$ cat config.mk
export PLATFORM = sky130hd
export DESIGN_NAME = song_player_flat
export DESIGN_NICKNAME = d
export VERILOG_FILES = /design/src/rtl/composer_pkg.sv /design/src/rtl/song_player_if.sv /design/src/rtl/duration_timer.sv /design/src/rtl/song_player.sv /design/src/flat_wrapper.sv
export SDC_FILE = /design/constraint.sdc
export NUM_CORES = 1
export LEC_CHECK = 0
export CORE_UTILIZATION = 63
export DETAILED_ROUTE_END_ITERATION = 6
export DONT_BUFFER_PORTS = 1
export GPL_ROUTABILITY_DRIVEN = 1
export PLACE_DENSITY_LB_ADDON = 0.25
export SLEW_MARGIN = 15
export SYNTH_ARGS = -nofsm -noshare
export SYNTH_HDL_FRONTEND = slang
export SYNTH_SLANG_ARGS = --single-unit
$ cat constraint.sdc
create_clock -name clock -period 3.4 [get_ports clock]
set_input_delay 0.85 -clock clock [delete_from_list [all_inputs] [get_ports clock]]
set_output_delay 0.85 -clock clock [all_outputs]
set_load 0.02 [all_outputs]
$ cat src/rtl/composer_pkg.sv
// rtl/composer_pkg.sv - shared widths, rest code and player state encoding
package composer_pkg;

    localparam int ADDR_W = 5;
    localparam int NOTE_W = 8;
    localparam logic [7:0] REST = 8'h00;

    typedef enum logic [2:0] {
        ST_IDLE,
        ST_FETCH,
        ST_WAIT_DATA,
        ST_PLAY,
        ST_GAP,
        ST_DONE
    } player_state_e;

endpackage

$ cat src/rtl/song_player_if.sv
// rtl/song_player_if.sv - note-memory read bus between player and recorder memory
interface song_player_if #(
    parameter int ADDR_W = composer_pkg::ADDR_W,
    parameter int NOTE_W = composer_pkg::NOTE_W
) ();

    logic [ADDR_W-1:0] mem_addr;
    logic              mem_rd_en;
    logic [NOTE_W-1:0] mem_rd_data;

    modport master (
        output mem_addr,
        output mem_rd_en,
        input  mem_rd_data
    );

    modport slave (
        input  mem_addr,
        input  mem_rd_en,
        output mem_rd_data
    );

endinterface

$ cat src/rtl/duration_timer.sv
// rtl/duration_timer.sv - loadable down-counter that holds at zero
module duration_timer #(
    parameter int W = 4
) (
    input  logic         clock,
    input  logic         reset,
    input  logic         load,
    input  logic [W-1:0] load_val,
    output logic         zero
);

    logic [W-1:0] count_q;
    logic [W-1:0] count_d;

    always_comb begin
        count_d = count_q;
        if (load) begin
            count_d = load_val;
        end else if (count_q != '0) begin
            count_d = count_q - W'(1);
        end
    end

    always_ff @(posedge clock or posedge reset) begin
        if (reset) begin
            count_q <= '0;
        end else begin
            count_q <= count_d;
        end
    end

    assign zero = (count_q == '0);

endmodule

$ cat src/rtl/song_player.sv
// rtl/song_player.sv - replays recorded note codes with fixed note and gap durations
module song_player #(
    parameter int ADDR_W      = composer_pkg::ADDR_W,
    parameter int NOTE_W      = composer_pkg::NOTE_W,
    parameter int NOTE_CYCLES = 12500000,
    parameter int GAP_CYCLES  = 1250000
) (
    input  logic              clock,
    input  logic              reset,
    input  logic              play_start,
    input  logic              play_stop,
    input  logic [ADDR_W:0]   song_length,
    song_player_if.master     mem,
    output logic [NOTE_W-1:0] note_code,
    output logic              note_valid,
    output logic              busy,
    output logic              play_done
);

    import composer_pkg::*;

    localparam int MAX_CYC = (NOTE_CYCLES > GAP_CYCLES) ? NOTE_CYCLES : GAP_CYCLES;
    localparam int TW      = $clog2(MAX_CYC + 1);
    localparam logic [TW-1:0] NOTE_LOAD = TW'(NOTE_CYCLES - 1);
    localparam logic [TW-1:0] GAP_LOAD  = TW'((GAP_CYCLES > 0) ? GAP_CYCLES - 1 : 0);
    localparam logic [ADDR_W:0] MAX_LEN = {1'b1, {ADDR_W{1'b0}}};

    player_state_e     state_q, state_d;
    logic [ADDR_W-1:0] index_q, index_d;
    logic [ADDR_W:0]   len_q, len_d;
    logic [NOTE_W-1:0] note_q, note_d;
    logic              tmr_load;
    logic [TW-1:0]     tmr_val;
    logic              tmr_zero;
    logic              last_note;

    duration_timer #(.W(TW)) u_timer (
        .clock    (clock),
        .reset    (reset),
        .load     (tmr_load),
        .load_val (tmr_val),
        .zero     (tmr_zero)
    );

    assign last_note = ({1'b0, index_q} == (len_q - (ADDR_W+1)'(1)));

    always_comb begin
        state_d  = state_q;
        index_d  = index_q;
        len_d    = len_q;
        note_d   = note_q;
        tmr_load = 1'b0;
        tmr_val  = '0;
        case (state_q)
            ST_IDLE: begin
                if (play_start) begin
                    if (song_length != '0) begin
                        state_d = ST_FETCH;
                        index_d = '0;
                        len_d   = (song_length > MAX_LEN) ? MAX_LEN : song_length;
                    end else begin
                        state_d = ST_DONE;
                    end
                end
            end
            ST_FETCH: state_d = ST_WAIT_DATA;
            ST_WAIT_DATA: begin
                note_d   = mem.mem_rd_data;
                tmr_load = 1'b1;
                tmr_val  = NOTE_LOAD;
                state_d  = ST_PLAY;
            end
            ST_PLAY, ST_GAP: begin
                if (tmr_zero) begin
                    if (state_q == ST_PLAY && GAP_CYCLES > 0) begin
                        tmr_load = 1'b1;
                        tmr_val  = GAP_LOAD;
                        state_d  = ST_GAP;
                    end else if (last_note) begin
                        state_d = ST_DONE;
                    end else begin
                        index_d = index_q + ADDR_W'(1);
                        state_d = ST_FETCH;
                    end
                end
            end
            ST_DONE: state_d = ST_IDLE;
            default: state_d = ST_IDLE;
        endcase
        // Stop wins over everything, including a start seen in the same cycle.
        if (play_stop) begin
            state_d = ST_IDLE;
        end
    end

    always_ff @(posedge clock or posedge reset) begin
        if (reset) begin
            state_q <= ST_IDLE;
            index_q <= '0;
            len_q   <= '0;
            note_q  <= '0;
        end else begin
            state_q <= state_d;
            index_q <= index_d;
            len_q   <= len_d;
            note_q  <= note_d;
        end
    end

    assign mem.mem_addr  = index_q;
    assign mem.mem_rd_en = (state_q == ST_FETCH);
    assign note_code     = note_q;
    assign note_valid    = (state_q == ST_PLAY) && (note_q != REST);
    assign busy          = (state_q != ST_IDLE);
    assign play_done     = (state_q == ST_DONE);

endmodule

$ cat src/flat_wrapper.sv
// flat-port wrapper written by rule: the top's interface ports become plain ports
module song_player_flat import composer_pkg::*;
#(
    parameter int ADDR_W      = composer_pkg::ADDR_W,
    parameter int NOTE_W      = composer_pkg::NOTE_W,
    parameter int NOTE_CYCLES = 12500000,
    parameter int GAP_CYCLES  = 1250000
)
  (clock, reset, play_start, play_stop, song_length, note_code, note_valid, busy, play_done, mem_mem_addr, mem_mem_rd_en, mem_mem_rd_data);
  song_player_if #(.ADDR_W(ADDR_W), .NOTE_W(NOTE_W)) mem_i ();
  input  logic clock;
  input  logic reset;
  input  logic play_start;
  input  logic play_stop;
  input  logic [ADDR_W:0] song_length;
  output logic [NOTE_W-1:0] note_code;
  output logic note_valid;
  output logic busy;
  output logic play_done;
  output wire logic [$bits(mem_i.mem_addr)-1:0] mem_mem_addr;
  output wire logic [$bits(mem_i.mem_rd_en)-1:0] mem_mem_rd_en;
  input wire logic [$bits(mem_i.mem_rd_data)-1:0] mem_mem_rd_data;
  assign mem_mem_addr = mem_i.mem_addr;
  assign mem_mem_rd_en = mem_i.mem_rd_en;
  assign mem_i.mem_rd_data = mem_mem_rd_data;
  song_player #(.ADDR_W(ADDR_W), .NOTE_W(NOTE_W), .NOTE_CYCLES(NOTE_CYCLES), .GAP_CYCLES(GAP_CYCLES)) u_core (.clock(clock), .reset(reset), .play_start(play_start), .play_stop(play_stop), .song_length(song_length), .mem(mem_i), .note_code(note_code), .note_valid(note_valid), .busy(busy), .play_done(play_done));
endmodule
==> results of run 1 <==
[through the flow]
stage | utilization [%] | setup WS (ns)
after detailed placement | 68.3 | 0.792
after CTS | 72.1 | 0.761
after global routing | 72.1 | 0.519
final | 72.1 | 0.766
after global placement | 68.3 | 0.838
after floorplan | - | 1.03
[sequential cells by signal, indices dropped and copies added, names as in the netlist]
signal and count:
u_core.len_q 6, u_core.state_q 3, u_core.mem.mem_addr 5, u_core.u_timer.count_q 24
u_core.note_code 8
[cells in the mapped netlist (2+ instances only)]
cell type,n
a211o_1,2
a211oi_1,2
a21oi_1,10
a31oi_1,3
and2_1,3
clkbuf_1,8
dfrtp_1,46
ha_1,4
inv_1,9
nand2_1,49
nand2b_1,6
nand3_1,3
nand4_1,3
nor2_1,19
nor2b_1,2
nor3_1,8
nor3_2,2
nor3b_1,3
nor4_1,6
o21a_1,2
o21ai_0,16
o21ai_1,2
o311ai_1,2
or3_1,5
or3b_1,2
or4_1,5
or4_4,3
xnor2_1,15
xor2_1,9
[cell type report]
type                    instances  area, µm²
fillers                       284       1040
repair buffers                  2       15.0
flip-flops and latches         46       1150
well taps                      48       60.1
clock buffers                   6       82.6
inverters                       9       33.8
multi-input cells             207       1300
clock inverters                 2       60.1
[path summary, 6_finish.rpt]
path	cells past startpoint	from	endpoint
worst max-delay path	8	u_core.u_timer.count_q[0]$_DFFE_PP0P_	u_core.u_timer.count_q[20]$_DFFE_PP0P_
worst min-delay path	1	reset	u_core.note_code[1]$_DFFE_PP0P_
worst max register to register	8	u_core.u_timer.count_q[0]$_DFFE_PP0P_	u_core.u_timer.count_q[20]$_DFFE_PP0P_
worst min register to register	2	u_core.u_timer.count_q[15]$_DFFE_PP0P_	u_core.u_timer.count_q[15]$_DFFE_PP0P_
max in group asynchronous	2	reset	u_core.u_timer.count_q[3]$_DFFE_PP0P_
min in group clock	2	u_core.u_timer.count_q[15]$_DFFE_PP0P_	u_core.u_timer.count_q[15]$_DFFE_PP0P_
[power groups by stage]
stage | clock [mW] | combinational, mW | sequential, mW
finish | 0.505 | 0.319 | 0.793
global route | 0.529 | 0.360 | 0.812
CTS | 0.511 | 0.321 | 0.791
detailed placement | 0 | 0.316 | 0.802
global placement | 0 | 0.304 | 0.797
floorplan | 0 | 0.271 | 0.770
[critical path: stages, from the launching register on]
cell	delay [ns]
dfrtp_1	0.41
inv_1	0.12
ha_1	0.17
or3b_2	0.49
nor4_1	0.49
nand2_1	0.24
nor4_1	0.32
xnor2_1	0.17
nand2_1	0.07
[layer usage]
| layer | GRT usage (%) | vias up | part of all wire [%] |
|---|---|---|---|
| met2 | 44.8 | 75 | 44 |
| met3 | 6.42 | 10 | 6.7 |
| met1 | 37.3 | 909 | 47 |
| li1 | - | 947 | - |
| met4 | 12.8 | 0 | 1.9 |
| met5 | 0 | - | 0 |
[kinds of logic after synthesis]
group                    count (synthesis)  share of synthesized area, %
AND/OR/NAND/NOR                        130                          28.2
AO/OA/AOI/OAI                           46                          11.7
flip-flops                              46                          45.7
XOR/XNOR                                24                          8.35
buffers and inverters                   18                          2.73
adder cells (fa/ha/maj)                  4                          1.99
multiplexers                             3                          1.29
==> flow_summary.yaml, run 1 <==
pwr:
  power_frac_clock_pct: 31.2
  seqPwrFrac_pct: 49.1
  p_total_mw: 1.62
  sw_frac_of_total_pct: 32.9
  p_switching_uw: 532
  p_comb_share_pct: 19.7
  ir_drop_mv: 0.455
  leakage_nw: 1.11
  internal-power_mw: 1.08
  power.density_nw_per_um2: 598
routing:
  drt_pass1_iterations: 4
  initialDrtViolationCount: 89
  routedWlPerCell_um: 16.3
  antenna_left: 0
  drc: 0
  wl_mm: 5.23
  vias_per_cell: 6.07
  via_count: 1941
hold_path:
  hp-class: "in2async"
floorplanning:
  num_rows: 22
  die_area_um2: 4250
  ios: 35
  start_util_pct: 67.2
  die_h_um: 65.2
  dieWidth_um: 65.2
  coreArea_um2: 3740
sta:
  finalClockSkew_ns: 0.0119
  relSlewSlack_pct: 41.9
  finalCriticalPeriod_ns: 2.63
  slew_violations: 0
  worst_slew_pin_slew_ns: 0.862
  rsz0062_at_grt: "false"
  period_share_pct: 77.5
  max_freq_mhz: 380
  setup_viol_count_final: 0
  hold_viol_final: 0
  hold_ws_ns: 0.501
  finalSetupTns_ns: 0
worst_setup_path:
  crit_type: "reg2reg"
  regToRegSetupSlack_ns: 0.77
  end_kind: "register"
  startpoint_type: "register"
  cp_max_fo: 5
  arrival_ns: 2.79
  required_ns: 3.56
place:
  dp_cells: 312
  gp_congestion: 0.830
  io_buffers: 0
  placed_area_um2: 2560
  dp_hpwl_mm: 3.68
cts:
  cts_tree: "built"
  cts_inserted_buffers: 5
  h-tree-depth: 2
  cts_resized: 0
  clock_latency_ns: 0.31
  clkTransAtPathRegs_ns: 0.09
  clockBufferDepth: 2
  holdBufCountCts: 0
  post_cts_buffers: 0
  clkSinkCount: 46
  root_buffer: "clkbuf_8"
synthesis:
  yosysSeqAreaShare_pct: 45.7
  ys_top_cells_by_area: "dfrtp_1 (46%), nand2_1 (7.3%), xnor2_1 (5.2%), o21ai_0 (3.2%), xor2_1 (3.1%)"
  avgSynthCellArea_um2: 9.29
  synth_cells: 271
  yosysTopAreaCell: "dfrtp_1"
  async_flop_share_pct: 100
  ys_seq_elements: 46
  yosys.cell_types.count: 51
  yosysTopAreaCellShare_pct: 45.7
  synth_warnings: 0
  synth_ff_type: "dfrtp_1"
  synth_edf_count: 0
  syn_area_um2: 2520
  syn_nets: 293
final_layout:
  stdcell_area_um2: 2700
  final_common_cell: "nand2_1"
  fin_cells: 320
  nets: 293
  area_growth_pct: 7.26
  final_layout_size_suffix_gt1_share_pct: 8.82
  diodes: 0
  final_cell_mix: "nand2_1 (49), dfrtp_1 (46), nor2_1 (19), o21ai_0 (16), xnor2_1 (15)"
global_route:
  track_usage_pct: 28.5
  grt_pass1_vias: 1963
  grt-ovfl-total: 0
  grt_max_degree: 32
  grt_pass1_wl_mm: 9.04
  antenna_found_initial: 0
outcome:
  status: "finished clean"
job:
  cap_violations: 0
No activity file was read; power rests on OpenSTA's default activity.
==> run 2, diff against run 1 <==
--- a/config.mk
+++ b/config.mk
@@ -5,7 +5,7 @@
 export SDC_FILE = /design/constraint.sdc
 export NUM_CORES = 1
 export LEC_CHECK = 0
-export CORE_UTILIZATION = 63
+export CORE_UTILIZATION = 57
 export DETAILED_ROUTE_END_ITERATION = 6
 export DONT_BUFFER_PORTS = 1
 export GPL_ROUTABILITY_DRIVEN = 1
==> constraint.sdc (replaced) <==
create_clock -name clock -period 2.42 [get_ports clock]
set_input_delay 0.605 -clock clock [delete_from_list [all_inputs] [get_ports clock]]
set_output_delay 0.605 -clock clock [all_outputs]
set_load 0.02 [all_outputs]
==> run 2 against run 1 <==
  * The run now ends with setup timing left
  * Sequential share of layout area decreased by 4.2 points
  * Global-route usage decreased by 3.2 points
  * Register-to-register slack got worse by 0.77 ns
  * Count of clock-buffer cells in the layout decreased by 1
  * Sequential cell count unchanged
  * Critical path type unchanged
  * Largest cell class unchanged
  * Largest power group unchanged
==> flow_summary.yaml, run 2 (same netlist as run 1, synthesis figures left out) <==
cts:
  cts_tree: "built"
  clkTransAtPathRegs_ns: 0.09
  clkSinkCount: 46
  h-tree-depth: 2
  clockBufferDepth: 2
  cts_inserted_buffers: 5
  holdBufCountCts: 0
  root_buffer: "clkbuf_8"
  clock_latency_ns: 0.30
place:
  gp_congestion: 0.872
  dpl_worst_slack_ns: -0.0116
  placed_area_um2: 2770
  io_buffers: 0
  dp_hpwl_mm: 3.89
final_layout:
  diodes: 0
  nets: 326
  stdcell_area_um2: 2990
  final_layout_size_suffix_gt1_share_pct: 21.3
  area_growth_pct: 18.8
  regMostFlops: "u_core.u_timer.count_q"
  largest_register_ffs: 24
  final_cell_mix: "nand2_1 (48), dfrtp_1 (46), buf_4 (35), nor2_1 (18), o21ai_0 (16)"
  final_common_cell: "nand2_1"
floorplanning:
  die_area_um2: 4690
  num_rows: 23
  start_util_pct: 61.2
  coreArea_um2: 4120
  ios: 35
  die_h_um: 68.5
  dieWidth_um: 68.5
job:
  cap_violations: 0
routing:
  initialDrtViolationCount: 97
  vias_per_cell: 5.70
  via_count: 2025
  antenna_left: 0
  drt_pass1_iterations: 4
  drc: 0
  wl_mm: 5.42
  routedWlPerCell_um: 15.3
global_route:
  grt-ovfl-total: 0
  grt_max_degree: 30
  antenna_found_initial: 0
  grt_pass1_vias: 1916
  track_usage_pct: 25.3
  grt_pass1_wl_mm: 8.68
outcome:
  violations: "setup timing"
  status: "finished, violations left"
worst_setup_path:
  crit_type: "reg2reg"
  end_kind: "register"
  startpoint_type: "register"
  cp_max_fo: 4
  required_ns: 2.61
  arrival_ns: 2.61
  r2r.worst_path.cells: 8
sta:
  period_share_pct: 100
  finalCriticalPeriod_ns: 2.42
  max_freq_mhz: 413
  slew_violations: 0
  finalSetupTns_ns: -0.000559
  hold_viol_final: 0
  relSlewSlack_pct: 59.5
  layout_setup_ws_ns: -0.000559
  worst_slew_pin_slew_ns: 0.607
  finalClockSkew_ns: 0.00728
  rsz0062_at_grt: "true"
  setup_viol_count_final: 1
  hold_ws_ns: 0.244
pwr:
  power.density_nw_per_um2: 801
  p_total_mw: 2.40
  ir_drop_mv: 0.530
  leakage_nw: 1.29
hold_path:
  hp-class: "in2async"
-- run 2: where the power goes --
| part | internal, mW | switching [mW] | leakage (nW) |
|---|---|---|---|
| combinational | 0.294 | 0.339 | 0.676 |
| sequential | 0.897 | 0.175 | 0.546 |
| clock | 0.414 | 0.277 | 0.0683 |
| total | 1.60 | 0.791 | 1.29 |
-- run 2: final timing paths --
kind                            slack (ns)                                    from                                      to
worst max register to register     -0.0006   u_core.u_timer.count_q[0]$_DFFE_PP0P_      u_core.mem.mem_addr[4]$_DFFE_PP0P_
worst max-delay path               -0.0006   u_core.u_timer.count_q[0]$_DFFE_PP0P_      u_core.mem.mem_addr[4]$_DFFE_PP0P_
worst min register to register        0.51  u_core.u_timer.count_q[15]$_DFFE_PP0P_  u_core.u_timer.count_q[15]$_DFFE_PP0P_
max in group asynchronous             1.60                                   reset  u_core.u_timer.count_q[12]$_DFFE_PP0P_
min in group clock                    0.35                               play_stop           u_core.state_q[0]$_DFFE_PP0P_
worst min-delay path                  0.24                                   reset         u_core.note_code[4]$_DFFE_PP0P_
-- run 2: layout make-up --
class                      count  area, µm²
clock buffer                   5       68.8
clock inverter                 3       68.8
fill                         304       1120
inverter                       9       33.8
multi-input combinational    207       1340
sequential                    46       1150
tap                           50       62.6
timing repair buffer          35        263
-- run 2: layer usage --
layer	GRT usage [%]	wire length (µm)	vias to the layer above
met2	41.1	2570	40
met5	0	0	-
li1	-	-	1012
met4	8.59	99	0
met1	34.0	2570	962
met3	4.17	170	11
-- run 2: worst max-delay path: stages, from the launching register on --
cell      delay, ns
dfrtp_1        0.39
inv_2          0.10
ha_4           0.13
or4b_4         0.46
nor4_4         0.38
a31oi_4        0.16
a211oi_4       0.19
nand4_1        0.16
mux2_4         0.33
-- run 2: timing repair --
action,in CTS,in global routing
setup endpoints to repair,2,10
pin swaps,0,7
resized for setup,3,8
buffers inserted,0,5
-- run 2: per-stage QoR --
stage               instances  utilization, %
finish                    355            72.7
global route              355            72.7
CTS                       350            71.1
detailed placement        342            67.3
global placement          342            67.3
floorplan                 271               -
